--- src/rtl/bsram_ctrl_pkg.sv ---
// ---------------------------------------------------------------------------
// bsram_ctrl_pkg
// Shared constants and types for the BSRAM arbiter slice.
//   ADDR_W / DATA_W / DEPTH : default geometry of the 32Kx8 BSRAM
//   state_t                 : controller phase (post-reset clear, normal service)
//   port_t                  : requester identity carried with each read response
// ---------------------------------------------------------------------------
package bsram_ctrl_pkg;

    localparam int ADDR_W = 15;
    localparam int DATA_W = 8;
    localparam int DEPTH  = 2 ** ADDR_W;

    typedef enum logic {
        ST_CLEAR = 1'b0,
        ST_SERVE = 1'b1
    } state_t;

    typedef enum logic {
        PORT_A = 1'b0,
        PORT_B = 1'b1
    } port_t;

endpackage

--- src/rtl/rr_arbiter2.sv ---
// ---------------------------------------------------------------------------
// rr_arbiter2
// Two-way combinational grant with a round-robin pointer or fixed priority.
//   clk, reset : clock, synchronous active-high reset (pointer returns to A)
//   req[1:0]   : bit 0 = port A, bit 1 = port B
//   mode       : 0 = round-robin, 1 = fixed priority A over B
//   gnt[1:0]   : one-hot grant, or zero when nothing requests
// ---------------------------------------------------------------------------
module rr_arbiter2 (
    input  logic       clk,
    input  logic       reset,
    input  logic [1:0] req,
    input  logic       mode,
    output logic [1:0] gnt
);
    import bsram_ctrl_pkg::*;

    port_t r_ptr;

    always_comb begin
        gnt = 2'b00;
        case (req)
            2'b01:   gnt = 2'b01;
            2'b10:   gnt = 2'b10;
            2'b11:   gnt = (mode || (r_ptr == PORT_A)) ? 2'b01 : 2'b10;
            default: gnt = 2'b00;
        endcase
    end

    // Pointer always hands the next contest to the port that did not just win.
    always_ff @(posedge clk) begin
        if (reset) begin
            r_ptr <= PORT_A;
        end else if (gnt[0]) begin
            r_ptr <= PORT_B;
        end else if (gnt[1]) begin
            r_ptr <= PORT_A;
        end
    end

endmodule

--- src/rtl/bsram_arbiter.sv ---
// ---------------------------------------------------------------------------
// bsram_arbiter
// Shares one single-port BSRAM between port A (CPU) and port B (loader/debug).
// After reset it can zero-fill the array, then grants one access per cycle and
// routes read data back to the issuing port two cycles after the ack.
//   clk, reset                 : clock, synchronous active-high reset
//   a_req/a_we/a_addr/a_wdata  : port A request, held stable until a_ack
//   a_ack                      : port A access issued to the BSRAM this cycle
//   a_rvalid/a_rdata           : port A read response (rdata held between responses)
//   b_*                        : same set for port B
//   init_busy                  : high while the post-reset clear runs
//   mem_ce/oce/wre/reset/ad/din: BSRAM control and data pins
//   mem_dout                   : BSRAM read data, valid the cycle after issue
// ---------------------------------------------------------------------------
module bsram_arbiter #(
    parameter int                ADDR_W         = bsram_ctrl_pkg::ADDR_W,
    parameter int                DATA_W         = bsram_ctrl_pkg::DATA_W,
    parameter int                ARB_MODE       = 0,
    parameter int                CLEAR_ON_RESET = 1,
    parameter logic [DATA_W-1:0] CLEAR_VALUE    = '0
) (
    input  logic              clk,
    input  logic              reset,
    input  logic              a_req,
    input  logic              a_we,
    input  logic [ADDR_W-1:0] a_addr,
    input  logic [DATA_W-1:0] a_wdata,
    output logic              a_ack,
    output logic              a_rvalid,
    output logic [DATA_W-1:0] a_rdata,
    input  logic              b_req,
    input  logic              b_we,
    input  logic [ADDR_W-1:0] b_addr,
    input  logic [DATA_W-1:0] b_wdata,
    output logic              b_ack,
    output logic              b_rvalid,
    output logic [DATA_W-1:0] b_rdata,
    output logic              init_busy,
    output logic              mem_ce,
    output logic              mem_oce,
    output logic              mem_wre,
    output logic              mem_reset,
    output logic [ADDR_W-1:0] mem_ad,
    output logic [DATA_W-1:0] mem_din,
    input  logic [DATA_W-1:0] mem_dout
);
    import bsram_ctrl_pkg::*;

    localparam logic [ADDR_W-1:0] LAST_ADDR  = '1;
    localparam logic              FIXED_PRIO = (ARB_MODE != 0);
    localparam logic              DO_CLEAR   = (CLEAR_ON_RESET != 0);

    state_t            r_state;
    logic [ADDR_W-1:0] r_clr_cnt;
    logic              w_serve;
    logic [1:0]        w_req;
    logic [1:0]        w_gnt;
    logic              w_rd_issue;
    logic              r_vld_p1;
    port_t             r_port_p1;
    logic              r_a_rvalid;
    logic              r_b_rvalid;
    logic [DATA_W-1:0] r_a_rdata;
    logic [DATA_W-1:0] r_b_rdata;

    // Requests are invisible while clearing or in reset, so they simply stay pending.
    assign w_serve = (r_state == ST_SERVE) && !reset;
    assign w_req   = w_serve ? {b_req, a_req} : 2'b00;

    rr_arbiter2 u_arb (
        .clk   (clk),
        .reset (reset),
        .req   (w_req),
        .mode  (FIXED_PRIO),
        .gnt   (w_gnt)
    );

    assign a_ack      = w_gnt[0];
    assign b_ack      = w_gnt[1];
    assign w_rd_issue = (w_gnt[0] && !a_we) || (w_gnt[1] && !b_we);

    // During reset the registered state may be anything, so busy is derived
    // directly from the clear setting for that cycle.
    assign init_busy = reset ? DO_CLEAR : (r_state == ST_CLEAR);
    assign mem_oce   = 1'b1;
    assign mem_reset = reset;

    always_comb begin
        mem_ce  = 1'b0;
        mem_wre = 1'b0;
        mem_ad  = '0;
        mem_din = '0;
        if (reset) begin
            mem_ce = 1'b0;
        end else if (r_state == ST_CLEAR) begin
            mem_ce  = 1'b1;
            mem_wre = 1'b1;
            mem_ad  = r_clr_cnt;
            mem_din = CLEAR_VALUE;
        end else if (w_gnt[0]) begin
            mem_ce  = 1'b1;
            mem_wre = a_we;
            mem_ad  = a_addr;
            mem_din = a_wdata;
        end else if (w_gnt[1]) begin
            mem_ce  = 1'b1;
            mem_wre = b_we;
            mem_ad  = b_addr;
            mem_din = b_wdata;
        end
    end

    always_ff @(posedge clk) begin
        if (reset) begin
            r_state   <= DO_CLEAR ? ST_CLEAR : ST_SERVE;
            r_clr_cnt <= '0;
        end else if (r_state == ST_CLEAR) begin
            r_clr_cnt <= r_clr_cnt + 1'b1;
            if (r_clr_cnt == LAST_ADDR) begin
                r_state <= ST_SERVE;
            end
        end
    end

    // ---- stage p1: tag of the read issued last cycle, BSRAM dout valid now ----
    // ---- stage p2: dout captured into the owning port's response registers ----
    always_ff @(posedge clk) begin
        if (reset) begin
            r_vld_p1   <= 1'b0;
            r_port_p1  <= PORT_A;
            r_a_rvalid <= 1'b0;
            r_b_rvalid <= 1'b0;
            r_a_rdata  <= '0;
            r_b_rdata  <= '0;
        end else begin
            r_vld_p1   <= w_rd_issue;
            r_port_p1  <= w_gnt[1] ? PORT_B : PORT_A;
            r_a_rvalid <= r_vld_p1 && (r_port_p1 == PORT_A);
            r_b_rvalid <= r_vld_p1 && (r_port_p1 == PORT_B);
            if (r_vld_p1 && (r_port_p1 == PORT_A)) begin
                r_a_rdata <= mem_dout;
            end
            if (r_vld_p1 && (r_port_p1 == PORT_B)) begin
                r_b_rdata <= mem_dout;
            end
        end
    end

    assign a_rvalid = r_a_rvalid;
    assign b_rvalid = r_b_rvalid;
    assign a_rdata  = r_a_rdata;
    assign b_rdata  = r_b_rdata;

endmodule

--- config.mk ---
export PLATFORM = sky130hd
export DESIGN_NAME = bsram_arbiter
export DESIGN_NICKNAME = d
export VERILOG_FILES = /design/src/rtl/bsram_ctrl_pkg.sv /design/src/rtl/rr_arbiter2.sv /design/src/rtl/bsram_arbiter.sv
export SDC_FILE = /design/constraint.sdc
export NUM_CORES = 1
export LEC_CHECK = 0
export ABC_AREA = 1
export CAP_MARGIN = 20
export CORE_ASPECT_RATIO = 2
export CORE_MARGIN = 1
export CORE_UTILIZATION = 39
export DETAILED_ROUTE_END_ITERATION = 16
export GPL_TIMING_DRIVEN = 0
export PLACE_DENSITY = 0.78
export SYNTH_ARGS = -nofsm -noshare
export SYNTH_HDL_FRONTEND = slang
export SYNTH_SLANG_ARGS = --single-unit
--- constraint.sdc ---
create_clock -name clk -period 1.7 [get_ports clk]
set_input_delay 0.34 -clock clk [delete_from_list [all_inputs] [get_ports clk]]
set_output_delay 0.34 -clock clk [all_outputs]
set_load 0.03 [all_outputs]
* After elaboration in Yosys (flattened, before gate mapping)
Index checks and enable logic that the tools add are counted.
Operators by class: add/sub/neg operators 1, eq/ne operators 4, mux-type cells 24, bitwise operators 2, reductions and logical operators 10
Operators by type and width (number):
- 15-bit two-way mux | 4
- 8-bit two-way mux | 4
- 15-bit by 1-bit adder with 15-bit output, second input constant | 1
- 15-bit equality test, second input constant | 1
- 1-bit two-way mux | 13
- 2-bit one-hot mux with 3 select lines | 1
- 1-bit logical AND | 5
- 2-bit equality test, second input constant | 2
- 2-bit two-way mux | 2
- 1-bit zero test | 3
- 2-bit by 1-bit equality test with 1-bit output, second input constant | 1
- 1-bit inverter | 2
- 2-bit nonzero test | 1
- 1-bit logical OR | 1
Word-level totals: bits in registers 37, bits of input ports 60, output and inout port bits 48

* Depth between registers and ports, before layout
Gate-level depths: netlist of the first run.
depth in word-level cells 9, mapped depth 10

* Hierarchy
From an unflattened synthesis of the first run, not the netlist that was laid out.
Second synthesis, totals: cells, all modules 312, area total of the unflattened synthesis 2042.0 um2
Modules (own cells, without submodules):
- bsram_arbiter | instances 1, cells each 303, area an instance 1986.9 um2, sequential area each 720.7 um2
- rr_arbiter2 | instances 1, cells each 9, area an instance 55.1 um2, sequential area each 20.0 um2

* Worst setup path after synthesis of the first run
OpenSTA, ideal clock, no wires.
path type register to output, start reg r_state, end out mem_ad[5], data arrival time 1.420 ns, slack -0.060 ns, cell stages (with the launch flop) 8, path buffers 1, cells stage by stage dfxtp_1 nand2_2 clkinv_2 nand3_4 inv_4 buf_4 nand2_1 o211ai_1
Between the ends: cells in the longest elaborated chain, start to end 8, elaborated cells between the ends (all ways) 10, those cells by class eq/ne: 3; mux: 6; reduce/logical: 1
RTL lines:
- start, declared | line bsram_arbiter.sv:53 | state_t r_state;
- start signal, assigned | line bsram_arbiter.sv:115 | r_state <= DO_CLEAR ? ST_CLEAR : ST_SERVE;
- 1-bit logical AND * | line bsram_arbiter.sv:67 | assign w_serve = (r_state == ST_SERVE) && !reset;
- 2-bit two-way mux * | line bsram_arbiter.sv:68 | assign w_req = w_serve ? {b_req, a_req} : 2'b00;
- 2-bit equality test or 2-bit by 1-bit equality test with 1-bit output (tied branches) | line rr_arbiter2.sv:22 | case (req)
- 2-bit one-hot mux with 3 select lines * | line rr_arbiter2.sv:22
- named net b_ack | line bsram_arbiter.sv:35 | output logic b_ack,
- 15-bit two-way mux * | line bsram_arbiter.sv:105 | end else if (w_gnt[1]) begin
- 15-bit two-way mux * | line bsram_arbiter.sv:100 | end else if (w_gnt[0]) begin
- 15-bit two-way mux * | line bsram_arbiter.sv:95 | end else if (r_state == ST_CLEAR) begin
- 15-bit two-way mux * | line bsram_arbiter.sv:93 | if (reset) begin
- end, declared | line bsram_arbiter.sv:43 | output logic [ADDR_W-1:0] mem_ad,
The timed path passes the listed nets; every way through them passes the cells marked *.

* Worst setup path in the final report of the first run
start reg r_state, end out mem_ad[8]
Between the ends: cells in the longest elaborated chain, start to end 8, elaborated cells between the ends (all ways) 10, those cells by class eq/ne: 3; mux: 6; reduce/logical: 1
RTL lines (line):
- 1-bit logical AND | bsram_arbiter.sv:67
- 2-bit two-way mux | bsram_arbiter.sv:68
- 2-bit equality test or 2-bit by 1-bit equality test with 1-bit output (tied branches) | rr_arbiter2.sv:22
- 2-bit one-hot mux with 3 select lines | rr_arbiter2.sv:22
- 15-bit two-way mux | bsram_arbiter.sv:105
- 15-bit two-way mux | bsram_arbiter.sv:100
- 15-bit two-way mux * | bsram_arbiter.sv:95
- 15-bit two-way mux * | bsram_arbiter.sv:93
Every way passes the cells marked *; elsewhere a longest branch is shown, timed or not.

==> flow_metrics.py, run 1 <==
metrics = {
    "global_route": {
        "grt_pass1_wl_um": 10800,
        "grt_pass1_vias": 2425,
        "grt_util_all_layers_pct": 25.8,
        "grt_max_degree": 11,
        "overflow": 0,
        "antenna_found_initial": 0,
    },
    "power_and_ir_drop": {
        "p_clk_share_pct": 35.1,
        "finalPower_w": 0.00173,
        "power.switching_w": 0.000390,
        "vdd_drop_max_mv": 0.561,
        "powerDensity_nw_per_um2": 495,
        "power.leakage_nw": 1.62,
        "comb_power_share_pct": 14.2,
        "netSwitchingFraction_pct": 22.5,
        "p_int_w": 0.00134,
        "pwr-share-seq_pct": 50.7,
    },
    "worst_setup_path": {
        "rrSetupSlack_ps": 190,
        "cp.required_ps": 1360,
        "path_class": "register to output port",
        "r2r_cells": 8,
        "cp-end-kind": "output port",
        "critPathArrivalTime_ps": 1480,
        "crit_fanout": 7,
        "reg2reg_to": "r_clr_cnt[12]",
        "start_kind": "register",
        "regToRegStartpoint": "r_clr_cnt[1]",
    },
    "layout": {
        "layout_commonest_cell": "clkdlybuf4s50_1",
        "insertedDiodeCount": 0,
        "final_util_pct": 71.4,
        "mostFrequentLayoutCells": "clkdlybuf4s50_1, nand2_1, nor2_1",
        "syn_to_final_growth_pct": 73.2,
        "drive_gt1_share_pct": 22.3,
        "nets": 505,
    },
    "routing": {
        "ant_nets": 0,
        "drt-total-wl_um": 6740,
        "drc": 0,
        "drtIter0Drc": 60,
        "num_vias": 2465,
        "first_pass_iters": 4,
        "vias_per_cell": 4.92,
        "routedWlPerCell_um": 13.5,
    },
    "run": {
        "drv_cap": 0,
    },
    "floorplan": {
        "die-area_um2": 5500,
        "boundaryPins": 108,
        "core_area_um2": 4910,
        "die_w_um": 52.9,
        "die-height_um": 104,
        "start_util_pct": 41.2,
        "std_cell_rows": 36,
    },
    "clocking": {
        "htreeDepth": 2,
        "insertion_delay_ps": 280,
        "cts_buffers": 5,
        "cts_root_buf": "clkbuf_8",
        "cts_buffer_depth": 2,
        "cts_tree": "done",
        "cts.clk_slew.worst_paths_ps": 70,
        "cts_sinks": 37,
    },
    "sta": {
        "post-route-period-util_pct": 107,
        "hold_ws_ps": 479,
        "tightest_slew_ps": 579,
        "max_freq_mhz": 550,
        "timing.final.ws_setup_ps": -118,
        "hold_viol_final": 0,
        "setup_viol": 22,
        "skew_ps": 2.12,
        "slew_headroom_pct": 61.3,
        "drv_slew": 0,
        "rsz0062_at_grt": "true",
        "period_needed_ps": 1820,
    },
    "synth": {
        "yosys.area.top_type": "dfxtp_1",
        "synth_nets": 380,
        "synth_top_area_share_pct": 36.6,
        "synth_area_um2": 2020,
        "yosys_warnings": 0,
        "synth_cells": 319,
        "avgSynthCellArea_um2": 6.34,
        "yosysSeqAreaShare_pct": 36.6,
        "synthDistinctLibCells": 29,
        "synthTopCellsByArea": "dfxtp_1, nand2_1, nor2_1",
        "ys_ff_latch": 37,
    },
    "placement": {
        "dp_hpwl_um": 4910,
        "routabilityCongestion": 0.914,
        "port_buffers": 106,
    },
    "min_path": {
        "holdPathStages": 2,
        "holdPathEnd": "u_arb.r_ptr",
        "hp-start": "u_arb.r_ptr",
        "holdCritPathClass": "register to register",
    },
    "outcome": {
        "status": "finished with violations",
        "violations": "setup timing",
    },
}
## layout make-up
cell class / instances / area [µm²]
fill: 407 / 1410
buffer: 13 / 113
timing repair buffer: 118 / 1170
multi-input combinational: 230 / 1160
clock buffer: 7 / 86.3
inverter: 39 / 161
sequential: 37 / 746
tap: 57 / 71.3
## sequential cells by signal, summed over array words and instances (netlist names)
name,cells
b_rvalid,1
r_port_p1,1
r_clr_cnt,15
u_arb.r_ptr,1
r_vld_p1,1
r_state,1
a_rvalid,1
a_rdata,8
b_rdata,8
## worst max path at each step
stage                        from         end  slack [ps]  depth (start not counted)
after global placement      reset  mem_ad[11]       -1000                         12
after floorplan             reset   mem_ad[5]          10                          8
after global routing      r_state   mem_ad[7]        -210                         10
after CTS                 r_state   mem_ad[7]        -110                         10
final                     r_state   mem_ad[8]        -120                         10
after detailed placement    reset  mem_ad[11]       -1040                         12
## worst max-delay path, stage by stage, from the launching register on
cell and delay (ps):
dfxtp_4 380, nand2_4 70, clkinv_4 70, nand3_4 80, inv_6 100, buf_6 140, nand2_2 60, nand3_2 60
nand2_1 50, inv_1 60, buf_6 120
## per-layer routing
layer	vias to the layer above	GRT usage, %	share of wire, %
li1	1251	-	-
met1	1120	25.0	35
met2	78	49.5	57
met3	16	4.68	4.9
met4	0	9.77	2.7
met5	-	0	0
## power by group through the flow
stage / combinational (W) / clock [W] / sequential [W]
finish: 0.000246 / 0.000608 / 0.000879
global route: 0.000264 / 0.000659 / 0.000880
CTS: 0.000240 / 0.000619 / 0.000879
detailed placement: 0.000236 / 0 / 0.000900
global placement: 0.000234 / 0 / 0.000899
floorplan: 0.0000657 / 0 / 0.000898
## cells by family (layout without fill, tap and decap cells)
family	count (synthesis)	after routing	share of synthesized area, %
buf+inv	52	177	11.6
xor+xnor	2	2	0.866
simple gates	185	185	38.0
compound gates	41	41	12.1
other cells	1	1	0.185
fa+ha+maj	1	1	0.618
flops	37	37	36.6
## Yosys cell counts, drive strengths merged
library cell,n
nand2,92
nor2,62
dfxtp,37
inv,37
nand3,22
o21ai,21
buf,11
a22o,8
a21oi,7
nand4,6
nor3,3
clkbuf,2
clkinv,2
xor2,2
a31oi,1
conb,1
ha,1
o211ai,1
o21bai,1
o22ai,1
o31ai,1
## through the flow
step                      setup slack, ps  TNS [ps]  instance area [µm²]  std cells
after floorplan                      10.7         0                 2030        319
after global placement               -999    -25450                 3160        482
after detailed placement            -1040    -26120                 3160        482
after CTS                            -109     -1840                 3410        498
after global routing                 -209     -3970                 3500        501
final                                -118     -2160                 3500        501
## repair_timing
item	4_1_cts	5_1_grt
buffers inserted	7	3
pin swaps	5	4
hold buffers	0	0
cloned	2	0
setup endpoints to repair	29	37
resized for setup	218	30
Power figures use the tool's default switching activity.
==> run 2: changes to the inputs <==
--- a/config.mk
+++ b/config.mk
@@ -12,6 +12,7 @@
 export CORE_UTILIZATION = 39
 export DETAILED_ROUTE_END_ITERATION = 16
 export GPL_TIMING_DRIVEN = 0
+export HOLD_SLACK_MARGIN = 0.08
 export PLACE_DENSITY = 0.78
 export SYNTH_ARGS = -nofsm -noshare
 export SYNTH_HDL_FRONTEND = slang
==> results of run 2 <==
Final layout, timing and power as in run 1 (identical DEF).
==> run 3: changes to the inputs <==
--- a/config.mk
+++ b/config.mk
@@ -6,14 +6,16 @@
 export NUM_CORES = 1
 export LEC_CHECK = 0
 export ABC_AREA = 1
-export CAP_MARGIN = 20
+export CELL_PAD_IN_SITES_DETAIL_PLACEMENT = 0
+export CELL_PAD_IN_SITES_GLOBAL_PLACEMENT = 1
 export CORE_ASPECT_RATIO = 2
 export CORE_MARGIN = 1
-export CORE_UTILIZATION = 39
+export CORE_UTILIZATION = 26
 export DETAILED_ROUTE_END_ITERATION = 16
 export GPL_TIMING_DRIVEN = 0
 export HOLD_SLACK_MARGIN = 0.08
-export PLACE_DENSITY = 0.78
+export PLACE_DENSITY = 0.79
+export SETUP_SLACK_MARGIN = 0.15
 export SYNTH_ARGS = -nofsm -noshare
 export SYNTH_HDL_FRONTEND = slang
 export SYNTH_SLANG_ARGS = --single-unit
==> flow_metrics.py, run 3 (same netlist as run 1, synthesis figures left out) <==
metrics = {
    "floorplan": {
        "start_util_pct": 26.8,
        "core_area_um2": 7540,
        "die_w_um": 64.4,
        "die-height_um": 127,
        "std_cell_rows": 45,
        "boundaryPins": 108,
        "die-area_um2": 8160,
    },
    "global_route": {
        "overflow": 0,
        "antenna_found_initial": 0,
        "grt_pass1_vias": 2450,
        "grt_util_all_layers_pct": 17.6,
        "grt_pass1_wl_um": 11200,
        "grt_max_degree": 13,
    },
    "clocking": {
        "htreeDepth": 2,
        "cts_sinks": 37,
        "cts_buffer_depth": 2,
        "cts_buffers": 5,
        "cts_tree": "done",
        "cts_root_buf": "clkbuf_16",
        "ctsHoldBuffers": 0,
        "insertion_delay_ps": 280,
        "cts.clk_slew.worst_paths_ps": 60,
    },
    "power_and_ir_drop": {
        "vdd_drop_max_mv": 0.644,
        "power.leakage_nw": 1.82,
        "finalPower_w": 0.00216,
        "powerDensity_nw_per_um2": 569,
    },
    "sta": {
        "post-route-period-util_pct": 109,
        "max_freq_mhz": 538,
        "timing.final.ws_setup_ps": -160,
        "drv_slew": 0,
        "rsz0062_at_grt": "true",
        "tightest_slew_ps": 546,
        "setup_viol": 25,
        "period_needed_ps": 1860,
        "slew_headroom_pct": 63.6,
        "skew_ps": 4.00,
        "hold_viol_final": 0,
    },
    "layout": {
        "final_area_um2": 3800,
        "top_register": "r_clr_cnt",
        "nets": 513,
        "insertedDiodeCount": 0,
        "final_cells": 547,
        "final_util_pct": 50.4,
        "largest_register_ffs": 15,
        "layout_commonest_cell": "nand2_1",
        "mostFrequentLayoutCells": "nand2_1, nor2_1, clkdlybuf4s50_1",
        "syn_to_final_growth_pct": 88.0,
        "drive_gt1_share_pct": 26.9,
    },
    "placement": {
        "routabilityCongestion": 0.793,
        "port_buffers": 106,
        "place_ws_ps": -1020,
        "post_dp_cell_area_um2": 3250,
        "dp_hpwl_um": 5260,
        "dpl.cell_count": 519,
    },
    "worst_setup_path": {
        "cpLargestDelayFamily": "buffers and inverters",
        "cp.required_ps": 1360,
        "path_class": "register to output port",
        "slowest_stage": "dfxtp_4",
        "crit_fanout": 7,
        "critPathArrivalTime_ps": 1520,
        "critical-path-max-stage-delay_ps": 390,
        "crit_buf_inv": 5,
        "path_cells": "nand2_8 > clkinv_8 > nand3_4 > inv_8 > clkbuf_16 > nand2_2 > nand3_2 > nand2_1 > inv_1 > buf_6",
        "cp-end-kind": "output port",
        "start_kind": "register",
    },
    "routing": {
        "ant_nets": 0,
        "routedWlPerCell_um": 13.2,
        "drc": 0,
        "drtIter0Drc": 94,
        "vias_per_cell": 4.43,
        "num_vias": 2425,
        "first_pass_iters": 6,
        "drt-total-wl_um": 7210,
    },
    "outcome": {
        "status": "finished with violations",
        "violations": "setup timing",
    },
    "run": {
        "drv_cap": 0,
    },
    "min_path": {
        "holdCritPathClass": "register to register",
    },
}
==> run 3: power breakdown <==
part	internal (W)	switching [W]	leakage, nW	total, W
logic	0.000153	0.0000996	1.44	0.000253
clock network	0.000672	0.000360	0.0813	0.00103
registers	0.000872	0.00000761	0.299	0.000879
total	0.00170	0.000467	1.82	0.00216
==> run 3: tightest hold or removal path: stages (launching register included) <==
cell	delay (ps)
dfxtp_1	320
nor2_1	50
nor2_1	80
==> run 3: routing by layer <==
| metal | vias to the layer above | global-route usage [%] | part of all wire (%) |
|---|---|---|---|
| met1 | 1080 | 18.0 | 37 |
| met3 | 14 | 3.42 | 3.6 |
| met5 | - | 0 | 0 |
| li1 | 1271 | - | - |
| met2 | 60 | 33.3 | 57 |
| met4 | 0 | 7.58 | 2.7 |
==> run 3: worst paths after layout <==
check / from / endpoint / slack [ps] / cells past startpoint
worst max-delay path: r_state / mem_ad[6] / -160 / 10
worst min-delay path: b_rdata[7] / b_rdata[7] / 480 / 2
worst max register to register: r_state / r_clr_cnt[11] / 300 / 6
worst min register to register: b_rdata[7] / b_rdata[7] / 480 / 2
==> run 3: area by class of cell <==
type,instances,area [µm²]
Tap cell,94,118
Timing Repair Buffer,126,1260
Inverter,39,180
Fill cell,768,3740
Clock inverter,1,7.51
Buffer,13,119
Sequential cell,37,744
Multi-Input combinational cell,230,1210
Clock buffer,7,164
==> run 3: what timing repair did <==
action,in CTS,in global routing
pin swaps,2,8
setup buffers,12,6
gates cloned,0,2
endpoints found under the setup margin,55,41
gates resized for setup,233,46
==> run 3: stage by stage <==
stage | hold WS [ps] | setup TNS (ps)
after floorplan | 445 | 0
after global placement | 464 | -25990
after detailed placement | 477 | -26110
after CTS | 487 | -2510
after global routing | 501 | -4340
final | 478 | -2660
